File: src/rtl/shift_add_multiplier.sv
// Sequential unsigned shift-and-add multiplier built around a ripple-carry adder.
// Optional build macro: SHIFT_ADD_ZERO_BYPASS_EN (zero operands finish in one cycle).

package soc_pkg;
  parameter int DATA_WIDTH = 8;
  typedef logic [DATA_WIDTH-1:0] data_t;
endpackage

module ripplecarry_adder #(
  parameter int WIDTH = soc_pkg::DATA_WIDTH
) (
  input  logic [WIDTH-1:0] a,
  input  logic [WIDTH-1:0] b,
  input  logic             carryIn,
  output logic [WIDTH-1:0] sum,
  output logic             carryOut
);

  logic [WIDTH:0] c;

  assign c[0] = carryIn;

  for (genvar i = 0; i < WIDTH; i++) begin : g_fa
    assign sum[i]   = a[i] ^ b[i] ^ c[i];
    assign c[i+1]   = (a[i] & b[i])
                    | (a[i] & c[i])
                    | (b[i] & c[i]);
  end

  assign carryOut = c[WIDTH];

endmodule

module shift_add_multiplier #(
  parameter int DATA_WIDTH = soc_pkg::DATA_WIDTH
) (
  input  logic                    clk,
  input  logic                    rst,
  input  logic                    start,
  input  logic [DATA_WIDTH-1:0]   a,
  input  logic [DATA_WIDTH-1:0]   b,
  output logic                    busy,
  output logic                    done,
  output logic [2*DATA_WIDTH-1:0] product
);

  localparam int DW = DATA_WIDTH;
  localparam int CW = (DW > 1) ? $clog2(DW) : 1;
  localparam logic [CW-1:0] LAST = CW'(DW - 1);

  typedef enum logic [1:0] {
    IDLE,
    RUN,
    DONE
  } state_t;

  state_t        state;
  logic [DW-1:0] mcand;
  logic [DW-1:0] acc_hi;
  logic [DW-1:0] acc_lo;
  logic [CW-1:0] cnt;

  logic [DW-1:0]   add_b;
  logic [DW-1:0]   sum;
  logic            carry;
  logic [2*DW-1:0] nxt;

  // Partial-product add: multiplicand gated by the current multiplier bit.
  assign add_b = acc_lo[0] ? mcand : '0;

  ripplecarry_adder #(
    .WIDTH (DW)
  ) u_add (
    .a        (acc_hi),
    .b        (add_b),
    .carryIn  (1'b0),
    .sum      (sum),
    .carryOut (carry)
  );

  // Shift {carry, sum, acc_lo} right by one; the carry becomes the new MSB.
  assign nxt = {carry, sum, acc_lo[DW-1:1]};

  // Control FSM, datapath registers and registered outputs.
  always_ff @(posedge clk) begin
    if (rst) begin
      state   <= IDLE;
      busy    <= 1'b0;
      done    <= 1'b0;
      product <= '0;
      mcand   <= '0;
      acc_hi  <= '0;
      acc_lo  <= '0;
      cnt     <= '0;
    end else begin
      unique case (state)
        IDLE: begin
          busy <= 1'b0;
          done <= 1'b0;
          if (start) begin
`ifdef SHIFT_ADD_ZERO_BYPASS_EN
            if ((a == '0) || (b == '0)) begin
              product <= '0;
              done    <= 1'b1;
              state   <= DONE;
            end else begin
              mcand  <= a;
              acc_hi <= '0;
              acc_lo <= b;
              cnt    <= '0;
              busy   <= 1'b1;
              state  <= RUN;
            end
`else
            mcand  <= a;
            acc_hi <= '0;
            acc_lo <= b;
            cnt    <= '0;
            busy   <= 1'b1;
            state  <= RUN;
`endif
          end
        end
        RUN: begin
          {acc_hi, acc_lo} <= nxt;
          cnt              <= cnt + 1'b1;
          if (cnt == LAST) begin
            product <= nxt;
            busy    <= 1'b0;
            done    <= 1'b1;
            state   <= DONE;
          end
        end
        DONE: begin
          done  <= 1'b0;
          state <= IDLE;
        end
        default: begin
          busy  <= 1'b0;
          done  <= 1'b0;
          state <= IDLE;
        end
      endcase
    end
  end

endmodule

File: config.mk
export PLATFORM = sky130hd
export DESIGN_NAME = shift_add_multiplier
export DESIGN_NICKNAME = d
export VERILOG_FILES = /design/src/rtl/shift_add_multiplier.sv
export SDC_FILE = /design/constraint.sdc
export NUM_CORES = 1
export LEC_CHECK = 0
export ABC_AREA = 1
export CAP_MARGIN = 10
export CORE_MARGIN = 2
export CORE_UTILIZATION = 45
export CTS_CLUSTER_DIAMETER = 30
export DETAILED_ROUTE_END_ITERATION = 10
export PLACE_DENSITY = 0.75
export SLEW_MARGIN = 10
export SYNTH_ARGS = -nofsm -noshare
export SYNTH_HDL_FRONTEND = slang
export SYNTH_SLANG_ARGS = --single-unit
File: constraint.sdc
create_clock -name clk -period 4.1 [get_ports clk]
set_input_delay 0.41 -clock clk [delete_from_list [all_inputs] [get_ports clk]]
set_output_delay 0.41 -clock clk [all_outputs]
set_load 0.02 [all_outputs]
; After elaboration in Yosys (flattened, before gate mapping)
; Cells that the tools add are included.
[classes]
order_cmp = 0
eq_ne = 5
n_shift = 0
mul = 0
add_sub_neg = 1
mux = 13
div_mod_pow = 0
bitwise_logic = 53
n_reduce_logical = 8
[op_table]
columns = op, count
row1 = case mux 8 bit (2 select lines), 2
row2 = 2-to-1 mux 8 bit, 3
row3 = AND 1 bit, 22
row4 = XOR 1 bit, 15
row5 = bitwise OR 1 bit, 14
row6 = AND reduction 2 bit, 5
row7 = case mux 3 bit (2 select lines), 1
row8 = 2-to-1 mux 2 bit, 2
row9 = inequality test 2 bit (second input constant), 2
row10 = case mux 2 bit (2 select lines), 1
row11 = adder 3 x 1 -> 3 bit (second input constant), 1
row12 = equality test 3 bit (second input constant), 1
row13 = 2-to-1 mux 3 bit, 1
row14 = case mux 1 bit (3 select lines), 1
row15 = equality test 2 x 1 -> 1 bit (second input constant), 1
row16 = equality test 2 bit (second input constant), 1
row17 = zero test 2 bit, 1
row18 = 2-to-1 mux 1 bit, 2
row19 = inverter 1 bit, 2
row20 = nonzero test 2 bit, 1
row21 = OR reduction 2 bit, 1
[word_totals]
memories = 0
ram_bits = 0
out_inout_bits = 18
in_bits = 19
register_bits = 47
latch_bits = 0
romBits = 0
elab_cells = 88

; Longest topological paths before layout
[depth]
depth_word = 24
mapped_depth = 17
mapped_depth_nobuf = 16

; Hierarchy
; A second synthesis with hierarchy kept.
[unflattened]
hier_cells = 293
area_unflattened_um2 = 2148.3
[modules_own_cells]
columns = module, instances, cells_each, seq_area_each_um2, area_per_inst_um2
row1 = shift_add_multiplier, 1, 275, 940.9, 1950.6
row2 = ripplecarry_adder, 1, 18, 0.0, 197.7

; Worst setup path after synthesis
; OpenSTA, ideal clock, no wires.
[synth_path]
path_type = register -> register
from = reg acc_lo[0]
to = reg acc_hi[6]
path_buffers = 1
setup_ns = 0.121
synth_period_minus_slack_ns = 3.591
required_ns = 3.979
slack_ns = 0.509
t_arrival_ns = 3.470
path_stages_with_launch = 16
cell_sequence = dfxtp_1 > clkbuf_1 > nand2_1 > inv_1 > ha_1 > inv_1 > fa_1 > inv_1 > fa_1 > inv_1 > fa_1 > fa_1 > fa_1 > fa_1 > fa_1 > o21ai_0
[synth_between]
elab_chain_len = 22
word_cells_on_any_way = 35
classes_between = mux (2) / bitwise (33)
[synth_rtl]
columns = item, line_no
row1 = start: declaration, 60  ; logic [DW-1:0] acc_lo;
row2 = start signal: assignment, 125  ; {acc_hi, acc_lo} <= nxt;
row3 = 2-to-1 mux 8 bit (*), 69  ; assign add_b = acc_lo[0] ? mcand : '0;
row4 = AND 1 bit, 25  ; assign c[i+1] = (a[i] & b[i])
row5 = AND 1 bit, 26  ; | (a[i] & c[i])
row6 = bitwise OR 1 bit, 26
row7 = bitwise OR 1 bit, 27  ; | (b[i] & c[i]);
row8 = AND 1 bit, 26
row9 = bitwise OR 1 bit, 26
row10 = bitwise OR 1 bit, 27
row11 = (+6 left out), --
row12 = AND 1 bit, 26
row13 = bitwise OR 1 bit, 26
row14 = bitwise OR 1 bit, 27
row15 = AND 1 bit, 26
row16 = bitwise OR 1 bit, 26
row17 = bitwise OR 1 bit, 27
row18 = XOR 1 bit (*), 24  ; assign sum[i] = a[i] ^ b[i] ^ c[i];
row19 = case mux 8 bit (2 select lines) (*), 96  ; unique case (state)
row20 = end signal: assignment, 125
row21 = end: declaration, 59  ; logic [DW-1:0] acc_hi;
; Every way passes the cells marked *; elsewhere a longest branch is shown, timed or not.
; A chain may end at the register's enable or synchronous reset.

; Worst setup path after layout
; Ends and elaborated chain as after synthesis.

==> flow_summary.toml <==
[final_layout]
layout-drive-gt1-share_pct = 5.017
multi_input_area_um2 = 920.9
syn2layout_area_growth_pct = 23.41
fin_area_mm2 = 0.002500
seqCellArea_um2 = 940.9
n_antenna_cell = 0
nNetsFinal = 327
nFillCells = 409

[setup_path]
path_cells = "nand2_1 > inv_1 > ha_1 > inv_1 > fa_1 > inv_1 > fa_1 > inv_1 > fa_1 > fa_1 > fa_1 > fa_1 > fa_1 > o21ai_0"
regToRegEndpoint = "acc_hi[6]"
cp_slowest_stage_delay_ps = 500
cp_slowest_cell = "fa_1"
start_kind = "register"
crit_type = "reg2reg"
crit_arrival_ps = 3850
cp.required_ps = 4290
critPathTopFamily = "adder cells"
crit_buf_inv = 4
worst_setup_path_end_kind = "register"
r2r.worst_path.cells = 14
path_max_fanout = 9
r2r-start = "acc_lo[0]"
reg2reg_slack_ps = 440
cp_common_cell = "fa_1"

[clock_network]
cts.clk_slew.worst_paths_ps = 80
numCtsBuffers = 5
cts_sinks = 47
cts_root_buf = "clkbuf_8"
clockBufferDepth = 2
hold_buffers = 0
cts-resized-gates = 0
clk_latency_ps = 300
cts_max_level = 2
post_cts_buffers = 0
cts_tree = "built"

[global_routing]
grt_util_all_layers_pct = 18.41
antenna_found_initial = 0
first_global_vias = 1556
grt_max_degree = 35
grt_pass1_wl_mm = 7.238
gr-total-overflow = 0

[die]
die_x_um = 71.10
die_y_um = 71.10
die_area_mm2 = 0.005055
initial_core_util_pct = 46.52
io_pins = 37
row_count = 24
core_mm2 = 0.004354

[placement]
port_buffers = 36
place_area_mm2 = 0.002400
dp_hpwl_mm = 2.937
finalWeightedCongestion = 0.8123

[synthesis]
synthArstFlopShare_pct = 0
synth_flop_cell = "dfxtp_1"
netlist_top_cells_area = "dfxtp_1 46%, nand2_1 11%, nor2_1 7.8%"
yosysSeqAreaShare_pct = 46.45
yosysTopAreaCellShare_pct = 46.45
yosys.area.top_type = "dfxtp_1"
synthTopCellsByCount = "58 x nand2_1, 47 x dfxtp_1, 42 x nor2_1, 31 x nand3_1, 25 x inv_1"
synth_cells = 266
yosys_warnings = 0
synth_edf_count = 0
synth_most_common_cell = "nand2_1"
synth_fp_nets = 295
synth_area_mm2 = 0.002026
ys_ff_latch = 47
synth.avg_cell_area_um2 = 7.615
yosysUniqueCellTypes = 20

[sta]
setup_viol = 0
setup_tns_ps = 0
min_period_over_period_pct = 89.34
finalClockSkew_ps = 6.782
drv_slew = 0
fmax_ghz = 0.2730
fin_crit_ps = 3663
max_slew_margin_pct = 28.58
worstMarginPinSlew_ps = 1071
rsz0062_at_grt = "false"
hold_viol_final = 0

[drt]
drt-total-wl_mm = 4.168
drcViolationCount = 0
drt_first_pass_iters = 5
wl_per_cell_um = 11.87
vias = 1693
vias_per_cell = 4.823
ant_nets = 0
drt_iter0_markers = 118

[hold_path]
min_path_type = "reg2reg"
worstHoldPathCells = 2
hp-start = "acc_hi[1]"
hold_end = "acc_hi[1]"

[run_status]
status = "complete, no violations"

[flow_run]
drv_cap = 0

[power_and_ir_drop]
ir_worst_vdd_uv = 218.1
p_per_area_mw_per_mm2 = 355.0
power.leakage_uw = 0.001021
## flip-flops by register name, indices dropped and copies added (netlist names)
name / count
product: 16
acc_hi: 8
acc_lo: 8
mcand: 8
cnt: 3
state: 2
busy: 1
done: 1
## cell type report
| cell class | instances | share of cell area [%] |
|---|---|---|
| Clock buffer | 8 | 4.004 |
| Inverter | 28 | 4.204 |
| Multi-Input combinational cell | 179 | 36.84 |
| Sequential cell | 47 | 37.64 |
| Tap cell | 52 | 2.603 |
| Timing Repair Buffer | 37 | 14.71 |
## worst register-to-register path: cells and delay by family (launching register included)
family / cells / cell delay [ps]
fa+ha+maj: 8 / 2690
flops: 1 / 460
buf+inv: 4 / 240
simple gates: 1 / 90
compound gates: 1 / 80
## placed cells by master, fill, tap and decap left out
master           instances
clkinv_1                 1
nand2_4                  1
nand3_1                 31
o21ai_2                  1
o21ai_0                 19
inv_1                   25
clkbuf_8                 7
nand3_2                  1
ha_1                     3
nor2_1                  42
buf_4                    1
a21oi_1                  4
clkdlybuf4s50_1         36
nor2_2                   1
inv_2                    2
clkbuf_1                 1
nor2_4                   1
nand2_1                 58
fa_1                     7
o21ai_1                 10
dfxtp_1                 47
## through the flow
stage	total power [uW]	hold WS (ps)	cells	util [%]	worst slack (ps)
finish	887.5	470.5	351	57.41	436.9
detailed placement	592.8	457.5	343	55.11	448.0
floorplan	557.3	433.1	266	-	509.0
global route	932.3	487.5	351	57.41	230.9
global placement	589.9	454.2	343	55.11	501.7
CTS	896.0	470.5	351	57.41	442.2
## logic make-up after synthesis
group	after synthesis	share of synthesized area, %
compound gates	34	8.586
simple gates	135	28.10
buf+inv	40	8.092
fa+ha+maj	10	8.771
flops	47	46.45
## power breakdown
| part | leakage [uW] | total (uW) | switching (uW) | internal [uW] |
|---|---|---|---|---|
| registers | 0.000383 | 488 | 14.0 | 474 |
| clock network | 0.0000515 | 306 | 152 | 154 |
| logic | 0.000587 | 94.0 | 54.6 | 39.4 |
## how the worst max path moves through the flow
stage / end / from / slack (ps) / cells after the start
2_1_floorplan: acc_hi[6] / acc_lo[0] / 510 / 15
3_3_place_gp: product[14] / acc_lo[0] / 500 / 14
3_5_place_dp: acc_hi[6] / acc_lo[0] / 450 / 14
4_1_cts: acc_hi[6] / acc_lo[0] / 440 / 14
5_1_grt: acc_hi[6] / acc_lo[0] / 230 / 14
6_report: acc_hi[6] / acc_lo[0] / 440 / 14
## layer usage
metal	up-vias	wire length (um)	global-route usage, %
met5	-	0	0
met4	0	78	7.966
met3	7	174	4.274
met2	36	1810	27.31
met1	752	2105	25.74
li1	898	-	-
No activity file was read; power rests on OpenSTA's default activity.
